==> config.mk <==
export PLATFORM = sky130hd
export DESIGN_NAME = fruit_gen
export DESIGN_NICKNAME = d
export VERILOG_FILES = /design/src/rtl/fruit_gen.sv
export SDC_FILE = /design/constraint.sdc
export NUM_CORES = 1
export LEC_CHECK = 0
export CAP_MARGIN = 25
export CORE_AREA = 2 2 124 126
export DETAILED_ROUTE_END_ITERATION = 8
export DIE_AREA = 0 0 126 128
export GPL_TIMING_DRIVEN = 0
export HOLD_SLACK_MARGIN = 0.1
export PLACE_DENSITY_LB_ADDON = 0.25
export SLEW_MARGIN = 20
export SYNTH_ARGS = -nofsm -noshare
export SYNTH_HDL_FRONTEND = slang
export SYNTH_SLANG_ARGS = --single-unit
export TNS_END_PERCENT = 30
==> constraint.sdc <==
create_clock -name clk -period 3.3 [get_ports clk]
set_input_delay 0.66 -clock clk [delete_from_list [all_inputs] [get_ports clk]]
set_output_delay 0.66 -clock clk [all_outputs]
set_load 0.02 [all_outputs]
==> src/rtl/fruit_gen.sv <==
// Fruit placement for a grid game: NUM_FRUITS slots respawned at LFSR-chosen free cells when eaten.
// Optional FRUIT_TIMEOUT_EN adds per-slot relocation timers.
module fruit_gen #(
   parameter int unsigned FRUIT_BOX_WIDTH = 10,
   parameter int unsigned GRID_X          = 80,
   parameter int unsigned GRID_Y          = 60,
   parameter int unsigned NUM_FRUITS      = 4,
   parameter logic [15:0] LFSR_SEED       = 16'hACE1,
   parameter int unsigned TIMEOUT_CYCLES  = 50_000_000,
   localparam int unsigned WX = $clog2(GRID_X),
   localparam int unsigned WY = $clog2(GRID_Y),
   localparam int unsigned WI = (NUM_FRUITS > 1) ? $clog2(NUM_FRUITS) : 1
) (
   input  logic                      clk,
   input  logic                      rst,
   input  logic                      comer,
   input  logic [WI-1:0]             comer_idx,
   output logic [11*NUM_FRUITS-1:0]  fruitPositionX,
   output logic [11*NUM_FRUITS-1:0]  fruitPositionY,
   output logic [NUM_FRUITS-1:0]     fruit_valid,
   output logic                      busy,
   output logic [2:0]                Rfruta,
   output logic [2:0]                Gfruta,
   output logic [1:0]                Bfruta
);

   if (NUM_FRUITS < 1 || NUM_FRUITS > 8 || LFSR_SEED == 16'h0 || TIMEOUT_CYCLES < 1)
   begin : g_param_err
      $error("fruit_gen: illegal parameter value");
   end

   localparam logic [15:0] LfsrTaps = 16'hB400;
   localparam logic [WX:0] GridX    = GRID_X[WX:0];
   localparam logic [WY:0] GridY    = GRID_Y[WY:0];

   typedef enum logic [1:0] {StIdle, StDraw, StCheck, StCommit} state_e;

   state_e                state_q, state_d;
   logic [15:0]           lfsr_q, lfsr_d;
   logic                  comer_q;
   logic [NUM_FRUITS-1:0] pending_q, pending_d;
   logic [NUM_FRUITS-1:0] valid_q, valid_d;
   logic [WI-1:0]         target_q, target_d;
   logic [WX-1:0]         cand_x_q;
   logic [WY-1:0]         cand_y_q;
   logic [WX-1:0]         cell_x_q [NUM_FRUITS];
   logic [WY-1:0]         cell_y_q [NUM_FRUITS];

   logic [WX-1:0]         raw_x, fold_x;
   logic [WY-1:0]         raw_y, fold_y;
   logic [NUM_FRUITS-1:0] eat_set, tmo_set, req_set, req_all;
   logic                  collide;
   logic                  commit;

   assign lfsr_d = {1'b0, lfsr_q[15:1]} ^ (lfsr_q[0] ? LfsrTaps : 16'h0);

   // A single fold suffices because 2^W < 2*GRID.
   assign raw_x  = lfsr_q[WX-1:0];
   assign raw_y  = lfsr_q[8+WY-1:8];
   assign fold_x = ({1'b0, raw_x} >= GridX) ? WX'({1'b0, raw_x} - GridX) : raw_x;
   assign fold_y = ({1'b0, raw_y} >= GridY) ? WY'({1'b0, raw_y} - GridY) : raw_y;

   always_comb begin
      eat_set = '0;
      if (comer && !comer_q && (int'(comer_idx) < NUM_FRUITS) && valid_q[comer_idx]) begin
         eat_set[comer_idx] = 1'b1;
      end
   end

   assign req_set = eat_set | tmo_set;
   assign req_all = pending_q | req_set;

   always_comb begin
      collide = 1'b0;
      for (int i = 0; i < NUM_FRUITS; i++) begin
         if (valid_q[i] && (i != int'(target_q)) &&
             (cell_x_q[i] == cand_x_q) && (cell_y_q[i] == cand_y_q)) begin
            collide = 1'b1;
         end
      end
   end

   always_comb begin
      state_d   = state_q;
      target_d  = target_q;
      pending_d = req_all;
      valid_d   = valid_q & ~req_set;
      commit    = 1'b0;
      unique case (state_q)
         StIdle: begin
            if (|req_all) begin
               state_d = StDraw;
               for (int i = NUM_FRUITS - 1; i >= 0; i--) begin
                  if (req_all[i]) target_d = WI'(i);
               end
            end
         end
         StDraw:  state_d = StCheck;
         StCheck: state_d = collide ? StDraw : StCommit;
         StCommit: begin
            state_d             = StIdle;
            commit              = 1'b1;
            pending_d[target_q] = 1'b0;
            valid_d[target_q]   = 1'b1;
         end
         default: state_d = StIdle;
      endcase
   end

   always_ff @(posedge clk or negedge rst) begin
      if (!rst) begin
         state_q   <= StIdle;
         lfsr_q    <= LFSR_SEED;
         comer_q   <= 1'b0;
         pending_q <= '0;
         valid_q   <= '1;
         target_q  <= '0;
         cand_x_q  <= '0;
         cand_y_q  <= '0;
         for (int i = 0; i < NUM_FRUITS; i++) begin
            cell_x_q[i] <= WX'(GRID_X / 2 - 1 + i);
            cell_y_q[i] <= WY'(GRID_Y / 2 - 1);
         end
      end else begin
         state_q   <= state_d;
         lfsr_q    <= lfsr_d;
         comer_q   <= comer;
         pending_q <= pending_d;
         valid_q   <= valid_d;
         target_q  <= target_d;
         if (state_q == StDraw) begin
            cand_x_q <= fold_x;
            cand_y_q <= fold_y;
         end
         if (commit) begin
            cell_x_q[target_q] <= cand_x_q;
            cell_y_q[target_q] <= cand_y_q;
         end
      end
   end

`ifdef FRUIT_TIMEOUT_EN
   localparam logic [25:0] TimeoutLast = 26'(TIMEOUT_CYCLES - 1);

   logic [25:0] tcnt_q [NUM_FRUITS];

   always_comb begin
      tmo_set = '0;
      for (int i = 0; i < NUM_FRUITS; i++) begin
         tmo_set[i] = valid_q[i] && !pending_q[i] && (tcnt_q[i] == TimeoutLast);
      end
   end

   always_ff @(posedge clk or negedge rst) begin
      if (!rst) begin
         for (int i = 0; i < NUM_FRUITS; i++) tcnt_q[i] <= '0;
      end else begin
         for (int i = 0; i < NUM_FRUITS; i++) begin
            if (eat_set[i] || tmo_set[i] || (commit && (int'(target_q) == i))) begin
               tcnt_q[i] <= '0;
            end else if (valid_q[i] && !pending_q[i]) begin
               tcnt_q[i] <= tcnt_q[i] + 26'd1;
            end
         end
      end
   end
`else
   assign tmo_set = '0;
`endif

   for (genvar g = 0; g < NUM_FRUITS; g++) begin : g_pix
      assign fruitPositionX[11*g +: 11] =
         11'(cell_x_q[g]) * 11'(FRUIT_BOX_WIDTH) + 11'(FRUIT_BOX_WIDTH / 2);
      assign fruitPositionY[11*g +: 11] =
         11'(cell_y_q[g]) * 11'(FRUIT_BOX_WIDTH) + 11'(FRUIT_BOX_WIDTH / 2);
   end

   assign fruit_valid = valid_q;
   assign busy        = (state_q != StIdle) || (|pending_q);
   assign Rfruta      = 3'b111;
   assign Gfruta      = 3'b000;
   assign Bfruta      = 2'b00;

endmodule

==> reports/metrics.yaml, run 1 <==
logic_synthesis:
  syn_inst: 719
  postSynthAreaPerCell_um2: 10.2
  synth-edff-count: 0
  synth_xor_area_share_pct: 13.9
  synth_cell_types: 60
  yosys.area.top_type_share_pct: 18.5
  synthAdderAreaFrac_pct: 16.4
  synthArstFlopShare_pct: 100
  synthSimpleGateAreaFrac_pct: 11.3
  synth_seq_cells: 94
  synth.most_common_cell: "ha_1"
  synth_compound_area_share_pct: 9.89
  synthMuxAreaShare_pct: 8.61
  syn_area_um2: 7310
  synth_ff_type: "dfrtp_1"
  yosysWarnings: 0
  synth_top_family_by_area: "adder cells"
  synth_common_cells: "ha_1, xor2_1, dfrtp_1"
  ys_seq_area_share_pct: 32.9
  ys_top_cells_by_area: "dfrtp_1, dfstp_2, ha_1"
  synth_top_cell_by_area: "dfrtp_1"
worst_setup_path:
  cp.required_ns: 2.64
  cp-endpoint: "fruitPositionY[42]"
  slowest_stage: "dfstp_2"
  r2r-end: "state_q[1]"
  crit_start: "cell_y_q[3]"
  cp_top_family: "adder cells"
  critical_path_arrival_ns: 2.92
  path_max_fanout: 2
  path_buf_inv: 2
  r2r_cells: 6
  r2r_slack_ns: 1.48
  path_class: "reg2out"
  path_cells: "ha_4 -> ha_4 -> inv_2 -> fa_2 -> or3_4 -> or3_4 -> a21oi_2 -> a221o_1 -> buf_6"
  r2r-start: "cand_x_q[5]"
  max_stage_delay_ns: 0.56
  start_kind: "register"
  crit_cells: 9
  crit_path_end_kind: "output port"
sta:
  timing.fmax_mhz: 279
  finalSetupTns_ns: -0.738
  finalCriticalPeriod_ns: 3.58
  setup_viol: 10
  maxSlewViolCount: 0
  skew_ns: 0.00867
  rsz0062_at_grt: "true"
  worst_pin_slew_ns: 0.637
  finalCritPeriodShare_pct: 108
  max_slew_margin_pct: 57.6
  timing.final.hold_violations: 0
  setup_slack_ns: -0.279
pwr:
  irDropWorstVdd_mv: 0.341
  p_leak_nw: 4.79
  p_per_area_nw_per_um2: 312
clocking:
  clock_sinks: 94
  insertion_delay_ns: 0.34
  cts_tree: "done"
  cts_buffers: 9
  clockRootBuffer: "clkbuf_16"
  ctsHtreeMaxLevel: 3
  cts_buffer_depth: 2
  clkTransAtPathRegs_ns: 0.07
detailed_routing:
  drcViolationCount: 0
  first_iter_violations: 211
  antenna_left: 0
  drtPass1Iterations: 4
  viasPerCell: 5.42
  routed-via-count: 5737
  totalWireLength_mm: 17.4
  wl_per_cell_um: 16.4
layout:
  drive_gt1_share_pct: 38.3
  stdcell_count: 1058
  areaGrowthSynthToFinish_pct: 32.1
  nets: 961
  n_antenna_cell: 0
  nFillCells: 1125
die:
  start_util_pct: 49.2
  dieHeight_um: 128
  die_x_um: 126
  die_area_um2: 16100
  fp-row-count: 45
  ios: 106
  core_um2: 14900
grt:
  antenna_found_initial: 0
  grt_first_pass_wirelength_mm: 28.2
  grt_max_degree: 49
  grt_util_all_layers_pct: 21.3
  grt_overflow: 0
  grt_pass1_vias: 5849
place:
  io_buffers: 83
  dp_hpwl_mm: 11.8
  dp_cells: 1009
  place_congestion: 0.899
job:
  maxCapViolCount: 0
run_status:
  status: "finished, violations left"
  violations: "setup timing"
hold_path:
  hp-class: "in2async"
-- registers in the layout, indices dropped and copies added (netlist names) --
register / count
fruit_valid: 4
comer_q: 1
cand_y_q: 6
pending_q: 4
cell_y_q: 24
target_q: 2
lfsr_q: 16
cell_x_q: 28
cand_x_q: 7
state_q: 2
-- how the worst min path moves through the flow --
stage / end / slack (ns) / depth (start not counted)
finish: lfsr_q[2] / 0.33 / 1
global route: lfsr_q[2] / 0.38 / 1
CTS: lfsr_q[1] / 0.36 / 1
detailed placement: lfsr_q[6] / 0.36 / 0
global placement: lfsr_q[8] / 0.36 / 0
floorplan: lfsr_q[6] / 0.35 / 0
-- per-layer routing --
layer / vias up / GRT usage [%] / part of all wire, %
met2: 137 / 38.5 / 51
met1: 2804 / 26.8 / 42
met5: - / 0 / 0
met3: 29 / 3.59 / 4.4
li1: 2767 / - / -
met4: 0 / 4.65 / 1.9
-- per-stage QoR --
step | utilization (%) | hold slack, ns | worst slack (ns) | area, um2 | power, mW
2_1_floorplan | - | 0.345 | 0.0897 | 7380 | 1.72
5_1_grt | 65.0 | 0.376 | -0.375 | 9660 | 3.14
3_3_place_gp | 56.8 | 0.355 | -1.72 | 8450 | 1.90
4_1_cts | 63.3 | 0.359 | -0.240 | 9410 | 3.03
3_5_place_dp | 57.0 | 0.361 | -0.507 | 8470 | 1.91
6_report | 65.0 | 0.330 | -0.279 | 9660 | 3.02
-- area by class of cell --
| class | instances | area, um2 | share of cell area (%) |
|---|---|---|---|
| Clock inverter | 6 | 92.6 | 0.958 |
| Inverter | 47 | 176 | 1.83 |
| Multi-Input combinational cell | 544 | 5170 | 53.5 |
| Timing Repair Buffer | 118 | 1020 | 10.6 |
| Buffer | 51 | 329 | 3.41 |
| Sequential cell | 94 | 2410 | 25.0 |
| Clock buffer | 10 | 229 | 2.37 |
| Tap cell | 188 | 235 | 2.43 |
-- logic make-up after synthesis --
family | count (synthesis)
AOI/OAI and AO/OA | 110
xor gates and xnor gates | 116
adders and majority gates | 91
buffers and inverters | 99
DFF | 94
muxes | 55
other | 2
and+or+nand+nor | 152
-- where the power goes --
part	switching, mW	internal, mW	total, mW
logic	0.333	0.237	0.570
registers	0.0854	1.25	1.33
clock network	0.447	0.670	1.12
-- placed cells by master, fill, tap and decap left out, types with 7 or more instances in the layout --
| master | n |
|---|---|
| nor2_1 | 19 |
| xnor2_1 | 31 |
| buf_6 | 7 |
| clkdlybuf4s50_1 | 39 |
| conb_1 | 20 |
| ha_1 | 54 |
| nand2_1 | 39 |
| fa_2 | 8 |
| a31oi_1 | 8 |
| nand4_1 | 10 |
| dfrtp_1 | 46 |
| nor4_1 | 11 |
| mux2_2 | 52 |
| nor3_1 | 10 |
| clkbuf_16 | 9 |
| buf_4 | 72 |
| dlygate4sd2_1 | 13 |
| inv_1 | 41 |
| dfstp_2 | 40 |
| xor2_1 | 68 |
| buf_2 | 28 |
| nand3_1 | 10 |
| a21oi_1 | 11 |
| ha_4 | 24 |
| dfrtp_2 | 8 |
| a21o_1 | 11 |
| a21oi_2 | 9 |
| o21ai_0 | 28 |
| xnor2_2 | 12 |
-- what timing repair did --
action	in CTS	in global routing
hold buffers	0	0
pin swaps	49	24
buffers inserted	31	3
endpoints found under the setup margin	44	31
gates resized for setup	216	62
No activity file was read; power rests on OpenSTA's default activity.
==> run 2: changes to the inputs <==
--- a/config.mk
+++ b/config.mk
@@ -11,7 +11,7 @@
 export DIE_AREA = 0 0 126 128
 export GPL_TIMING_DRIVEN = 0
 export HOLD_SLACK_MARGIN = 0.1
-export PLACE_DENSITY_LB_ADDON = 0.25
+export PLACE_DENSITY = 0.74
 export SLEW_MARGIN = 20
 export SYNTH_ARGS = -nofsm -noshare
 export SYNTH_HDL_FRONTEND = slang
==> run 2 against run 1 <==
  * The flow still finishes with violations (setup timing)
  * Sequential share of layout area decreased by 0.058 points
  * Sequential cell count stayed put
  * Final area about the same
  * Core utilization increased by 0.050 points
  * Total power rose by 3.1%
  * Critical endpoint unchanged
==> reports/metrics.yaml, run 2 (synthesized netlist as in run 1, its figures left out) <==
clocking:
  clockRootBuffer: "clkbuf_16"
  ctsHtreeMaxLevel: 3  # unchanged
  cts_buffer_depth: 2  # unchanged
  holdBufCountCts: 0  # unchanged
  insertion_delay_ns: 0.35  # about the same
  clkTransAtPathRegs_ns: 0.07  # about the same
  cts_tree: "done"
  clock_sinks: 94  # unchanged
  cts_buffers: 9  # unchanged
sta:
  finalSetupTns_ns: -0.921  # -0.183 ns
  timing.final.hold_violations: 0  # unchanged
  finalCriticalPeriod_ns: 3.54  # -0.0400 ns
  setup_viol: 12  # +2
  rsz0062_at_grt: "true"
  maxSlewViolCount: 0  # unchanged
  setup_slack_ns: -0.239  # +0.0400 ns
  finalCritPeriodShare_pct: 107  # -1.2 points
  timing.fmax_mhz: 283  # +1.1%
  skew_ns: 0.00806  # -0.000614 ns
detailed_routing:
  first_iter_violations: 219  # +3.8%
  wl_per_cell_um: 15.6  # -5.1%
  drtPass1Iterations: 4  # unchanged
  drcViolationCount: 0  # unchanged
  antenna_left: 0  # unchanged
  routed-via-count: 5632  # -1.8%
  viasPerCell: 5.29  # -2.5%
  totalWireLength_mm: 16.6  # -4.5%
grt:
  grt_max_degree: 58  # +18%
  grt_util_all_layers_pct: 20.1  # -1.2 points
  antenna_found_initial: 0  # unchanged
  grt_first_pass_wirelength_mm: 26.4  # -6.1%
  grt_pass1_vias: 5476  # -6.4%
  grt_overflow: 0  # unchanged
layout:
  areaGrowthSynthToFinish_pct: 32.2  # about the same
  nets: 968  # +0.73%
  finalCoreUtilization_pct: 65.1  # about the same
  top_register: "cell_x_q"
  drive_gt1_share_pct: 37.4  # -0.88 points
  n_antenna_cell: 0  # unchanged
  final_common_cell: "buf_4"
  largest_reg_flops: 28  # unchanged
  post-route-cell-area_um2: 9670  # about the same
  reg_top3: "cell_x_q (28), cell_y_q (24), lfsr_q (16)"
  final_cell_mix: "buf_4, xor2_1, ha_1"
worst_setup_path:
  path_class: "reg2out"
  max_stage_delay_ns: 0.57  # about the same
  start_kind: "register"
  path_max_fanout: 4  # +2
  crit_start: "cell_y_q[0]"
  r2r_slack_ns: 1.47  # about the same
  r2r-end: "state_q[1]"
  r2r_cells: 6  # unchanged
  slowest_stage: "dfstp_2"
  r2r-start: "cand_x_q[5]"
  crit_path_end_kind: "output port"
  cp.required_ns: 2.64  # about the same
  cp-endpoint: "fruitPositionY[42]"
  path_cells: "ha_1 -> ha_2 -> inv_2 -> fa_2 -> xor2_2 -> or3_4 -> or3_1 -> a21oi_1 -> a221o_1 -> buf_6"
  critical_path_arrival_ns: 2.88  # -0.04 ns
pwr:
  p_leak_nw: 4.84  # +1.1%
  p_per_area_nw_per_um2: 322  # +3.1%
  finalPower_mw: 3.11  # +3.1%
  irDropWorstVdd_mv: 0.321  # -5.7%
die:
  start_util_pct: 49.2  # unchanged
  ios: 106  # unchanged
  core_um2: 14900  # unchanged
  fp-row-count: 45  # unchanged
  die_area_um2: 16100  # unchanged
  dieHeight_um: 128  # unchanged
  die_x_um: 126  # unchanged
run_status:
  status: "finished, violations left"
  violations: "setup timing"
place:
  dpl_worst_slack_ns: -0.502  # +0.00466 ns
  io_buffers: 83  # unchanged
  place_area_um2: 8470  # about the same
  dp_hpwl_mm: 11.1  # -6.3%
  place_congestion: 0.862  # -4.1%
job:
  maxCapViolCount: 0  # unchanged
hold_path:
  hp-class: "in2async"
## run 2: repair_timing
item / CTS / global route
gates cloned: 0 / 0
gates resized for setup: 212 / 53
buffers inserted: 29 / 12
pin swaps: 43 / 25
setup endpoints to repair: 44 / 32
## run 2: layout make-up
class | instances | area, um2
Clock inverter | 7 | 121
Clock buffer | 9 | 225
Timing Repair Buffer | 125 | 1080
Buffer | 51 | 329
Multi-Input combinational cell | 544 | 5090
Inverter | 47 | 176
Tap cell | 188 | 235
Fill cell | 1179 | 5190
Sequential cell | 94 | 2410
## run 2: how the worst min path moves through the flow
stage | from | to | slack [ns]
after CTS | rst | cell_x_q[24] | 0.22
after global placement | lfsr_q[7] | lfsr_q[6] | 0.35
after global routing | rst | cell_x_q[6] | 0.24
after detailed placement | lfsr_q[7] | lfsr_q[6] | 0.35
after floorplan | lfsr_q[7] | lfsr_q[6] | 0.35
final | rst | cell_x_q[24] | 0.21
## run 2: worst max-delay path, delay by kind of cell, from the launching register on
family,cells,cell delay [ns]
compound gates,2,0.27
buf+inv,2,0.16
simple gates,2,0.66
fa+ha+maj,3,0.69
xor+xnor,1,0.18
flops,1,0.57
## run 2: per-layer routing
| metal | vias to the layer above | part of all wire (%) | GRT usage [%] |
|---|---|---|---|
| li1 | 2800 | - | - |
| met1 | 2721 | 45 | 26.7 |
| met2 | 96 | 51 | 35.3 |
| met3 | 15 | 3.2 | 2.34 |
| met4 | 0 | 0.97 | 5.04 |
| met5 | - | 0 | 0 |
## run 2: power breakdown
part	switching [mW]	internal (mW)	total, mW
Combinational	0.337	0.238	0.575
Clock	0.464	0.743	1.21
Sequential	0.0842	1.25	1.33
Total	0.885	2.23	3.11
## run 2: per-stage QoR
step | hold WS [ns] | instances
final | 0.206 | 1065
after CTS | 0.222 | 1053
after detailed placement | 0.350 | 1009
after global placement | 0.348 | 1008
after global routing | 0.242 | 1065
after floorplan | 0.345 | 737
==> run 3: changes to the inputs <==
--- a/config.mk
+++ b/config.mk
@@ -5,13 +5,14 @@
 export SDC_FILE = /design/constraint.sdc
 export NUM_CORES = 1
 export LEC_CHECK = 0
-export CAP_MARGIN = 25
+export ABC_CLOCK_PERIOD_IN_PS = 2930
+export CAP_MARGIN = 20
 export CORE_AREA = 2 2 124 126
 export DETAILED_ROUTE_END_ITERATION = 8
 export DIE_AREA = 0 0 126 128
 export GPL_TIMING_DRIVEN = 0
 export HOLD_SLACK_MARGIN = 0.1
-export PLACE_DENSITY = 0.74
+export PLACE_DENSITY = 0.77
 export SLEW_MARGIN = 20
 export SYNTH_ARGS = -nofsm -noshare
 export SYNTH_HDL_FRONTEND = slang
==> constraint.sdc (replaced) <==
create_clock -name clk -period 2.93 [get_ports clk]
set_input_delay 0.586 -clock clk [delete_from_list [all_inputs] [get_ports clk]]
set_output_delay 0.586 -clock clk [all_outputs]
set_load 0.02 [all_outputs]
==> run 3 against run 2 <==
  * The run still ends with setup timing left
  * Wire length grew 9.0%
  * Die area is the same
  * Global-route usage grew 1.3 points
  * Core utilization grew 2.7 points
  * Count of clock-buffer cells in the layout grew 2
  * Critical path depth shrank 1
  * Highest routed layer unchanged
==> reports/metrics.yaml, run 3 (synthesized netlist as in run 1, its figures left out) <==
run_status:
  status: "finished, violations left"
  violations: "setup timing"
layout:
  areaGrowthSynthToFinish_pct: 37.8
  n_antenna_cell: 0  # unchanged
  drive_gt1_share_pct: 43.1  # +5.7 points
  nets: 981  # +1.3%
  largest_reg_flops: 28  # unchanged
  final_common_cell: "buf_4"
  final_cell_mix: "buf_4, xor2_1, mux2_2"
  stdcell_count: 1078  # +1.2%
  finalCoreUtilization_pct: 67.8  # +2.7 points
  top_register: "cell_x_q"
  post-route-cell-area_um2: 10100  # +4.2%
  reg_top3: "cell_x_q (28), cell_y_q (24), lfsr_q (16)"
worst_setup_path:
  cp.required_ns: 2.34  # -0.30 ns
  critical_path_arrival_ns: 2.87  # about the same
  path_class: "reg2out"
  path_max_fanout: 3  # -1
  max_stage_delay_ns: 0.57  # about the same
  r2r_cells: 6  # unchanged
  path_cells: "ha_4 -> ha_4 -> inv_2 -> fa_2 -> or3_4 -> or3_1 -> a21oi_1 -> a221o_1 -> buf_6"
  crit_cells: 9  # -1
  cp_top_family: "adder cells"
  cpMostUsedCell: "ha_4"
  start_kind: "register"
  slowest_stage: "dfstp_2"
  crit_path_end_kind: "output port"
  path_buf_inv: 2  # unchanged
clocking:
  ctsHtreeMaxLevel: 3  # unchanged
  cts_buffers: 9  # unchanged
  clockRootBuffer: "clkbuf_16"
  insertion_delay_ns: 0.34  # about the same
  clock_sinks: 94  # unchanged
  cts_buffer_depth: 2  # unchanged
  holdBufCountCts: 0  # unchanged
  cts_tree: "done"
  clkTransAtPathRegs_ns: 0.07  # about the same
detailed_routing:
  routed-via-count: 5875  # +4.3%
  drcViolationCount: 0  # unchanged
  viasPerCell: 5.45  # +3.1%
  totalWireLength_mm: 18.1  # +9.0%
  wl_per_cell_um: 16.8  # +7.6%
  drtPass1Iterations: 4  # unchanged
  antenna_left: 0  # unchanged
  first_iter_violations: 324  # +48%
grt:
  grt_util_all_layers_pct: 21.5  # +1.3 points
  grt_pass1_vias: 5751  # +5.0%
  grt_first_pass_wirelength_mm: 28.4  # +7.3%
  grt_max_degree: 66  # +14%
  antenna_found_initial: 0  # unchanged
  grt_overflow: 0  # unchanged
die:
  start_util_pct: 49.2  # unchanged
  ios: 106  # unchanged
  dieHeight_um: 128  # unchanged
  die_x_um: 126  # unchanged
  core_um2: 14900  # unchanged
  fp-row-count: 45  # unchanged
  die_area_um2: 16100  # unchanged
hold_path:
  hp-class: "in2async"
sta:
  maxSlewViolCount: 0  # unchanged
  finalSetupTns_ns: -6.76  # -5.84 ns
  setup_viol: 33  # +21
  skew_ns: 0.00949  # +0.00143 ns
  timing.fmax_mhz: 290
  rsz0062_at_grt: "true"
  finalCritPeriodShare_pct: 118
  hold-worst-slack_ns: 0.120  # -0.0855 ns
  setup_slack_ns: -0.523  # -0.284 ns
  timing.final.hold_violations: 0  # unchanged
  finalCriticalPeriod_ns: 3.45
place:
  place_congestion: 0.894  # +3.7%
  place_area_um2: 8530  # +0.69%
  io_buffers: 83  # unchanged
  dp_hpwl_mm: 11.2  # +1.6%
  dpl_worst_slack_ns: -0.763  # -0.260 ns
  dp_cells: 1009  # unchanged
pwr:
  finalPower_mw: 3.44  # +10%
  p_leak_nw: 4.94  # +2.0%
  p_per_area_nw_per_um2: 341  # +6.0%
  irDropWorstVdd_mv: 0.496  # +54%
job:
  maxCapViolCount: 0  # unchanged
-- run 3: cell type report --
type / instances / area, um2
clock buffer: 11 / 253
buffer: 52 / 337
timing repair buffer: 137 / 1170
multi-input combinational: 544 / 5410
clock inverter: 5 / 81.3
tap: 188 / 235
inverter: 47 / 176
fill: 1067 / 4790
sequential: 94 / 2410
-- run 3: what timing repair did --
action,4_1_cts,5_1_grt
endpoints found under the setup margin,45,44
resized for setup,287,70
pin swaps,53,32
buffers inserted,39,14
-- run 3: where the power goes --
part           switching (mW)  leakage [nW]  internal [mW]
Combinational           0.377          3.64          0.267
Sequential             0.0965          1.14           1.40
Clock                   0.497         0.162          0.795
-- run 3: worst register-to-register path: stages (launching register included) --
cell	delay, ns
dfrtp_1	0.37
buf_2	0.22
xor2_1	0.21
nor4_1	0.35
and3_1	0.21
a311o_1	0.21
o31ai_1	0.08
-- run 3: worst paths after layout --
path	slack, ns	endpoint	from
max reg2reg	1.14	state_q[1]	cand_x_q[5]
max in group asynchronous	2.15	cell_x_q[17]	rst
min in group clk	0.36	lfsr_q[6]	lfsr_q[7]
min	0.12	cell_x_q[27]	rst
min reg2reg	0.36	lfsr_q[6]	lfsr_q[7]
max	-0.52	fruitPositionY[42]	cell_y_q[3]
-- run 3: per-layer routing --
layer  GRT usage [%]  routed length [um]  up-vias
met4            5.75                 243        0
met2            37.7                9600      124
met1            27.5                7590     2916
met5               0                   0        -
li1                -                   -     2811
met3            3.67                 678       24
==> patch 1, RTL diff (flow settings as in run 3) <==
Set the parameter `GRID_X` to 160 (it was 80).
--- a/src/rtl/fruit_gen.sv
+++ b/src/rtl/fruit_gen.sv
@@ -2,7 +2,7 @@
 // Optional FRUIT_TIMEOUT_EN adds per-slot relocation timers.
 module fruit_gen #(
    parameter int unsigned FRUIT_BOX_WIDTH = 10,
-   parameter int unsigned GRID_X          = 80,
+   parameter int unsigned GRID_X          = 160,
    parameter int unsigned GRID_Y          = 60,
    parameter int unsigned NUM_FRUITS      = 4,
    parameter logic [15:0] LFSR_SEED       = 16'hACE1,
Check against the original RTL: not equivalent (Yosys sat finds a counterexample within 4 cycles, from zero or initial values and one cycle with rst low).
==> patch 1 against run 3 <==
The flow still finishes with violations (setup timing); synthesized area rose by 6.2%; sequential cell count up 5; worst hold slack worse by 0.0048 ns; maximum frequency down 0.34%; count of clock-buffer cells in the layout is 1 higher; wire length is 6.5% higher; power rose by 1.1%; final cell count grew 4.5%; combinational power up 5.4%; register-to-register slack got worse by 0.28 ns; first-iteration DRC count is 10% lower; cell area grew 5.8%; core utilization up 4.0 points; worst setup slack worse by 0.012 ns; critical endpoint unchanged; largest cell class unchanged.
==> patch 1: results (changes against run 3) <==
| Metric | Value |
|---|---|
| Synth cell count leaders | 90 x ha_1, 74 x xnor2_1, 62 x mux2_2 (was 83 x ha_1, 73 x xor2_1, 54 x dfrtp_1) |
| Cell family with most CP delay | adder cells (unchanged) |
| FF-to-FF path depth | 5 (was 6) |
| Share of flip-flops with an asynchronous set or reset | 1.000 (unchanged) |
| Outcome | complete, but fails checks (unchanged) |
| Antenna Cells | 0 (unchanged) |
| CP startpoint | cell_y_q[1] (was cell_y_q[3]) |
| Slowest CP cell | dfrtp_2 (was dfstp_2) |
| Peak VDD IR | 0.0004752 V (was 0.0004960 V) |
| CTS Buffer Depth | 2 (unchanged) |
| Total Nets Final | 1036 (was 981) |
| # setup viols final | 36 (was 33) |
| Post-DP HPWL | 11.72 mm (was 11.23 mm) |
| Met1 Use GR | 0.2715 (was 0.2749) |
| Pre-CTS setup slack | -0.7816 ns (was -0.7626 ns) |
| Share of layout cells above drive strength 1 | 0.4360 (was 0.4315) |
| Hold WS | 0.1155 ns (was 0.1203 ns) |
| Largest net degree at the start of global routing | 69 (was 66) |
| Reg2reg start | cand_y_q[1] (was cand_x_q[5]) |
| Met3 usage | 0.03756 (was 0.03673) |
| DR pass1 iterations | 5 (was 4) |
| Netlist cell types | 53 (was 60) |
| Arr. time, crit path | 2.88 ns (was 2.87 ns) |
| Slew @ Worst Pin | 0.8013 ns |
| Crit path to | fruitPositionY[42] (unchanged) |
| Top FF cell, synth | dfrtp_1 (unchanged) |
| GP Congestion | 0.8990 (was 0.8943) |
| Via-to-Cell Ratio | 5.512 (was 5.450) |
| Synth warn | 0 (unchanged) |
| Layout fillers | 1032 (was 1067) |
| Vias in the first global route | 5920 (was 5751) |
| Largest stage delay on the critical path | 0.43 ns (was 0.57 ns) |
| Failing checks | setup timing (unchanged) |
| First-pass GRT wire length | 28.64 mm (was 28.36 mm) |
| Worst Clk Skew | 0.01270 ns (was 0.009485 ns) |
| Top flop regs | cell_x_q (32), cell_y_q (24), lfsr_q (16) (was cell_x_q (28), cell_y_q (24), lfsr_q (16)) |
| Post-Route WL | 19.28 mm (was 18.11 mm) |
| Overall Global Routing Usage | 0.2192 (was 0.2145) |
| Leakage | 5.047 nW (was 4.937 nW) |
| FF-to-FF End | state_q[1] (unchanged) |
| Reg2Reg Setup Slack | 0.86 ns (was 1.14 ns) |
| Met2 Resource Use GR | 0.3925 (was 0.3767) |
| Area contributors post-synth | dfrtp_1 19%, ha_1 14%, dfstp_2 14%, mux2_2 9.0%, xnor2_1 8.3% (was dfrtp_1 18%, dfstp_2 14%, ha_1 14%, xor2_1 8.7%, mux2_2 8.0%) |
| Sequential fraction of the synthesis area | 0.3256 (was 0.3285) |
| Port Buffer Count | 83 (unchanged) |
| CTS Buf Count | 9 (unchanged) |
| Final worst setup slack | -0.5347 ns (was -0.5229 ns) |
| Initial antenna violation count | 0 (unchanged) |
| Initial drt markers | 290 (was 324) |
[patch 1: cell types whose count changed after synthesis, moves of 7 or more]
cell | before | now
nand3_1 | 12 | 19
xor2_1 | 73 | 53
nor3_1 | 13 | 6
ha_1 | 83 | 90
mux2_2 | 52 | 62
xnor2_1 | 43 | 74
nand4_1 | 10 | 19
[patch 1: kinds of logic (layout without fill, tap and decap cells)]
logic type / count (synthesis) / after routing / share of synthesized area
DFF: 99 / 99 / 0.3256
muxes: 65 / 65 / 0.09538
xor gates and xnor gates: 127 / 127 / 0.1432
buffers and inverters: 92 / 256 / 0.06332
and+or+nand+nor: 163 / 163 / 0.1129
AOI/OAI and AO/OA: 110 / 110 / 0.09296
other: 2 / 20 / 0.0009670
adders and majority gates: 98 / 98 / 0.1656
[patch 1: area by class of cell]
type                            instances  area [µm²]  share of cell area
Multi-Input combinational cell        583        5837              0.5473
Sequential cell                        99        2539              0.2381
Timing Repair Buffer                  148        1255              0.1177
Buffer                                 52       341.6             0.03203
Clock buffer                           12       256.5             0.02405
Tap cell                              188       235.2             0.02206
Inverter                               40       150.1             0.01408
Clock inverter                          4       50.05            0.004693
[patch 1: worst min-delay path by stage]
stage / start / to / depth (start not counted) / slack, ns
after floorplan: rst / cand_x_q[0] / 0 / 0.29
after global placement: lfsr_q[9] / lfsr_q[8] / 0 / 0.36
after detailed placement: lfsr_q[3] / lfsr_q[2] / 0 / 0.36
after CTS: rst / cell_x_q[29] / 1 / 0.12
after global routing: rst / cell_x_q[29] / 1 / 0.12
final: rst / cell_x_q[29] / 1 / 0.12
[patch 1: routing by layer]
| layer | part of all wire | vias up | wire length (µm) |
|---|---|---|---|
| met3 | 0.048 | 28 | 916 |
| met2 | 0.52 | 157 | 9980 |
| met1 | 0.41 | 3040 | 7997 |
| li1 | - | 2981 | - |
| met5 | 0 | - | 0 |
| met4 | 0.020 | 0 | 389 |
[patch 1: repair_timing]
| item | CTS | global route |
|---|---|---|
| resized for setup | 264 | 94 |
| endpoints found under the setup margin | 44 | 44 |
| setup buffers | 41 | 23 |
| pin swaps | 54 | 50 |
[patch 1: stage by stage]
stage,power (mW),TNS [ns],cells,instance area [µm²]
floorplan,2.023,-1.126,774,7905
global placement,2.247,-193.69,1045,8971
detailed placement,2.259,-16.15,1046,9000
CTS,3.473,-8.677,1103,10110
global route,3.617,-11.24,1126,10660
finish,3.475,-8.026,1126,10660
[patch 1: report_power, final]
group / total (mW) / switching, mW / internal (mW)
Combinational: 0.679 / 0.395 / 0.284
Clock: 1.22 / 0.517 / 0.708
Sequential: 1.57 / 0.0976 / 1.47
==> patch 2, RTL diff (flow settings as in run 3) <==
Made on the original files. The 4 states of `state_e` get a one-hot encoding in 4 bits.
--- a/src/rtl/fruit_gen.sv
+++ b/src/rtl/fruit_gen.sv
@@ -33,7 +33,7 @@
    localparam logic [WX:0] GridX    = GRID_X[WX:0];
    localparam logic [WY:0] GridY    = GRID_Y[WY:0];
 
-   typedef enum logic [1:0] {StIdle, StDraw, StCheck, StCommit} state_e;
+   typedef enum logic [3:0] {StIdle = 4'b0001, StDraw = 4'b0010, StCheck = 4'b0100, StCommit = 4'b1000} state_e;
 
    state_e                state_q, state_d;
    logic [15:0]           lfsr_q, lfsr_d;
Function: same outputs for any inputs over 4 cycles, from zero or initial values and one cycle with rst low; so few cycles prove little.
==> patch 2 against run 3 <==
The run still ends with setup timing left; sequential share of layout area up 0.39 points; worst setup slack worse by 0.048 ns; synthesized area up 1.6%; wire length down 0.53%; sequential cell count up 2; cell area up 0.43%; critical path type unchanged; highest routed layer unchanged.
Power is not compared: it rests on default switching activity, and its combinational part moved more than twofold at a synthesized area within 25%.
==> patch 2: results (changes against run 3) <==
| Metric | Value |
|---|---|
| Post-DP Area | 8726 µm² (was 8533 µm²) |
| Leakage | 4.660 nW |
| Share of layout cells above drive strength 1 | 0.4237 (was 0.4315) |
| Area contributors post-synth | dfrtp_1 19%, dfstp_2 15%, ha_1 14%, xnor2_1 9.2%, mux2_2 7.0% (was dfrtp_1 18%, dfstp_2 14%, ha_1 14%, xor2_1 8.7%, mux2_2 8.0%) |
| CTS Buf Count | 9 (unchanged) |
| Internal power | 3.423 mW |
| Overall Global Routing Usage | 0.2160 (was 0.2145) |
| Top flop regs | cell_x_q (28), cell_y_q (24), lfsr_q (16) (unchanged) |
| Peak VDD IR | around 0.00042 V |
| Failing checks | setup timing (unchanged) |
| Top FF cell, synth | dfrtp_1 (unchanged) |
| Initial antenna violation count | 0 (unchanged) |
| GP Congestion | 0.8448 (was 0.8943) |
| CTS Buffer Depth | 2 (unchanged) |
| Detailed-route via count | 5886 (was 5875) |
| Netlist cell types | 59 (was 60) |
| Largest net degree at the start of global routing | 52 (was 66) |
| Share of flip-flops with an asynchronous set or reset | 1.000 (unchanged) |
| # setup viols final | 35 (was 33) |
| Slowest CP cell | dfstp_2 (unchanged) |
| Reg clk slew, reported paths | 0.07 ns (about the same) |
| Setup tns final | -8.927 ns (was -6.763 ns) |
| Root buffer cell | clkbuf_16 (unchanged) |
| Type of the most critical hold path | in -> async (unchanged) |
| Layout fillers | 1090 (was 1067) |
| Worst Clk Skew | 0.008991 ns (was 0.009485 ns) |
| FF-to-FF path depth | 3 (was 6) |
| Reg2reg start | state_q[0] (was cand_x_q[5]) |
| Synth cell count leaders | 83 x ha_1, 78 x xnor2_1, 55 x dfrtp_1 (was 83 x ha_1, 73 x xor2_1, 54 x dfrtp_1) |
| First-pass GRT wire length | 28.45 mm (was 28.36 mm) |
| Port Buffer Count | 83 (unchanged) |
| DR pass1 iterations | 4 (unchanged) |
| Antenna Cells | 0 (unchanged) |
| Synth warn | 0 (unchanged) |
| Cell family with most CP delay | simple AND/OR/NAND/NOR gates (was adder cells) |
| Avg WL per Cell | 16.50 µm (was 16.80 µm) |
| CP startpoint | cell_y_q[15] (was cell_y_q[3]) |
| Largest stage delay on the critical path | 0.57 ns (about the same) |
| Total Nets Final | 995 (was 981) |
| Outcome | complete, but fails checks (unchanged) |
| CP Max Fanout | 4 (was 3) |
| Sequential fraction of the synthesis area | 0.3303 (was 0.3285) |
| Slew HR | 0.5652 |
| H-tree depth | 3 (unchanged) |
| Pre-CTS setup slack | -0.7893 ns (was -0.7626 ns) |
| Initial drt markers | 254 (was 324) |
| Clock Latency Late Sink | around 0.35 ns |
| Post-DP HPWL | 11.84 mm (was 11.23 mm) |
| Final worst setup slack | -0.5710 ns (was -0.5229 ns) |
| Vias in the first global route | 5719 (was 5751) |
patch 2: changes by cell type after synthesis, sizes merged, moves of 5 or more:
| cell | run 3 | this run |
|---|---|---|
| nor3 | 14 | 9 |
| xnor2 | 43 | 78 |
| o31ai | 6 | 1 |
| nand2 | 39 | 34 |
| nand4 | 10 | 16 |
| clkbuf | 3 | 8 |
| xor2 | 73 | 35 |
| a21oi | 22 | 27 |
| mux2 | 53 | 46 |
patch 2: kinds of logic (layout without fill, tap and decap cells):
kind of cell             Yosys count  count (layout)  synth area share
AND/OR/NAND/NOR                  168             168            0.1280
AO/OA/AOI/OAI                    116             116            0.1033
XOR/XNOR                         113             113            0.1332
buffers and inverters             98             251           0.06737
flip-flops                        96              96            0.3303
adder cells (fa/ha/maj)           91              91            0.1614
multiplexers                      49              49           0.07546
other                              2              20          0.001011
patch 2: repair_timing:
item / CTS / global route
resized for setup: 276 / 82
setup endpoints to repair: 44 / 44
pin swaps: 48 / 37
cloned: 0 / 0
endpoints found under the hold margin: 0 / 0
setup buffers: 40 / 14
patch 2: final timing paths:
kind                                           end  slack [ns]
worst min register to register           lfsr_q[6]        0.36
max in group asynchronous             cell_x_q[19]        2.12
worst min-delay path                   cell_x_q[6]        0.16
min in group clk                         lfsr_q[6]        0.36
worst max-delay path            fruitPositionY[20]       -0.57
worst max register to register         target_q[0]        0.92
patch 2: routing by layer:
metal | GRT usage | share of wire | vias up
met4 | 0.05301 | 0.021 | 0
li1 | - | - | 2891
met5 | 0 | 0 | -
met1 | 0.2693 | 0.42 | 2839
met3 | 0.03214 | 0.038 | 32
met2 | 0.3941 | 0.52 | 124
patch 2: final cells by class:
type,count,area (µm²),area share
well taps,188,235.2,0.02325
flip-flops and latches,96,2462,0.2434
multi-input cells,557,5444,0.5380
clock inverters,6,68.82,0.006801
inverters,45,168.9,0.01669
clock buffers,10,229.0,0.02263
plain buffers,53,331.6,0.03277
repair buffers,137,1179,0.1165
patch 2: power groups by stage:
stage          clock network (mW)  registers (mW)  logic, mW
6_report                     1.18            1.80       2.45
5_1_grt                      1.24            1.83       2.67
4_1_cts                      1.19            1.79       2.31
3_5_place_dp                    0            1.82       2.08
3_3_place_gp                    0            1.81       2.04
2_1_floorplan                   0            1.78       1.45
patch 2: through the flow:
| step | cells | utilization |
|---|---|---|
| 2_1_floorplan | 751 | - |
| 3_3_place_gp | 1022 | 0.5851 |
| 3_5_place_dp | 1023 | 0.5870 |
| 4_1_cts | 1079 | 0.6560 |
| 5_1_grt | 1092 | 0.6807 |
| 6_report | 1092 | 0.6807 |
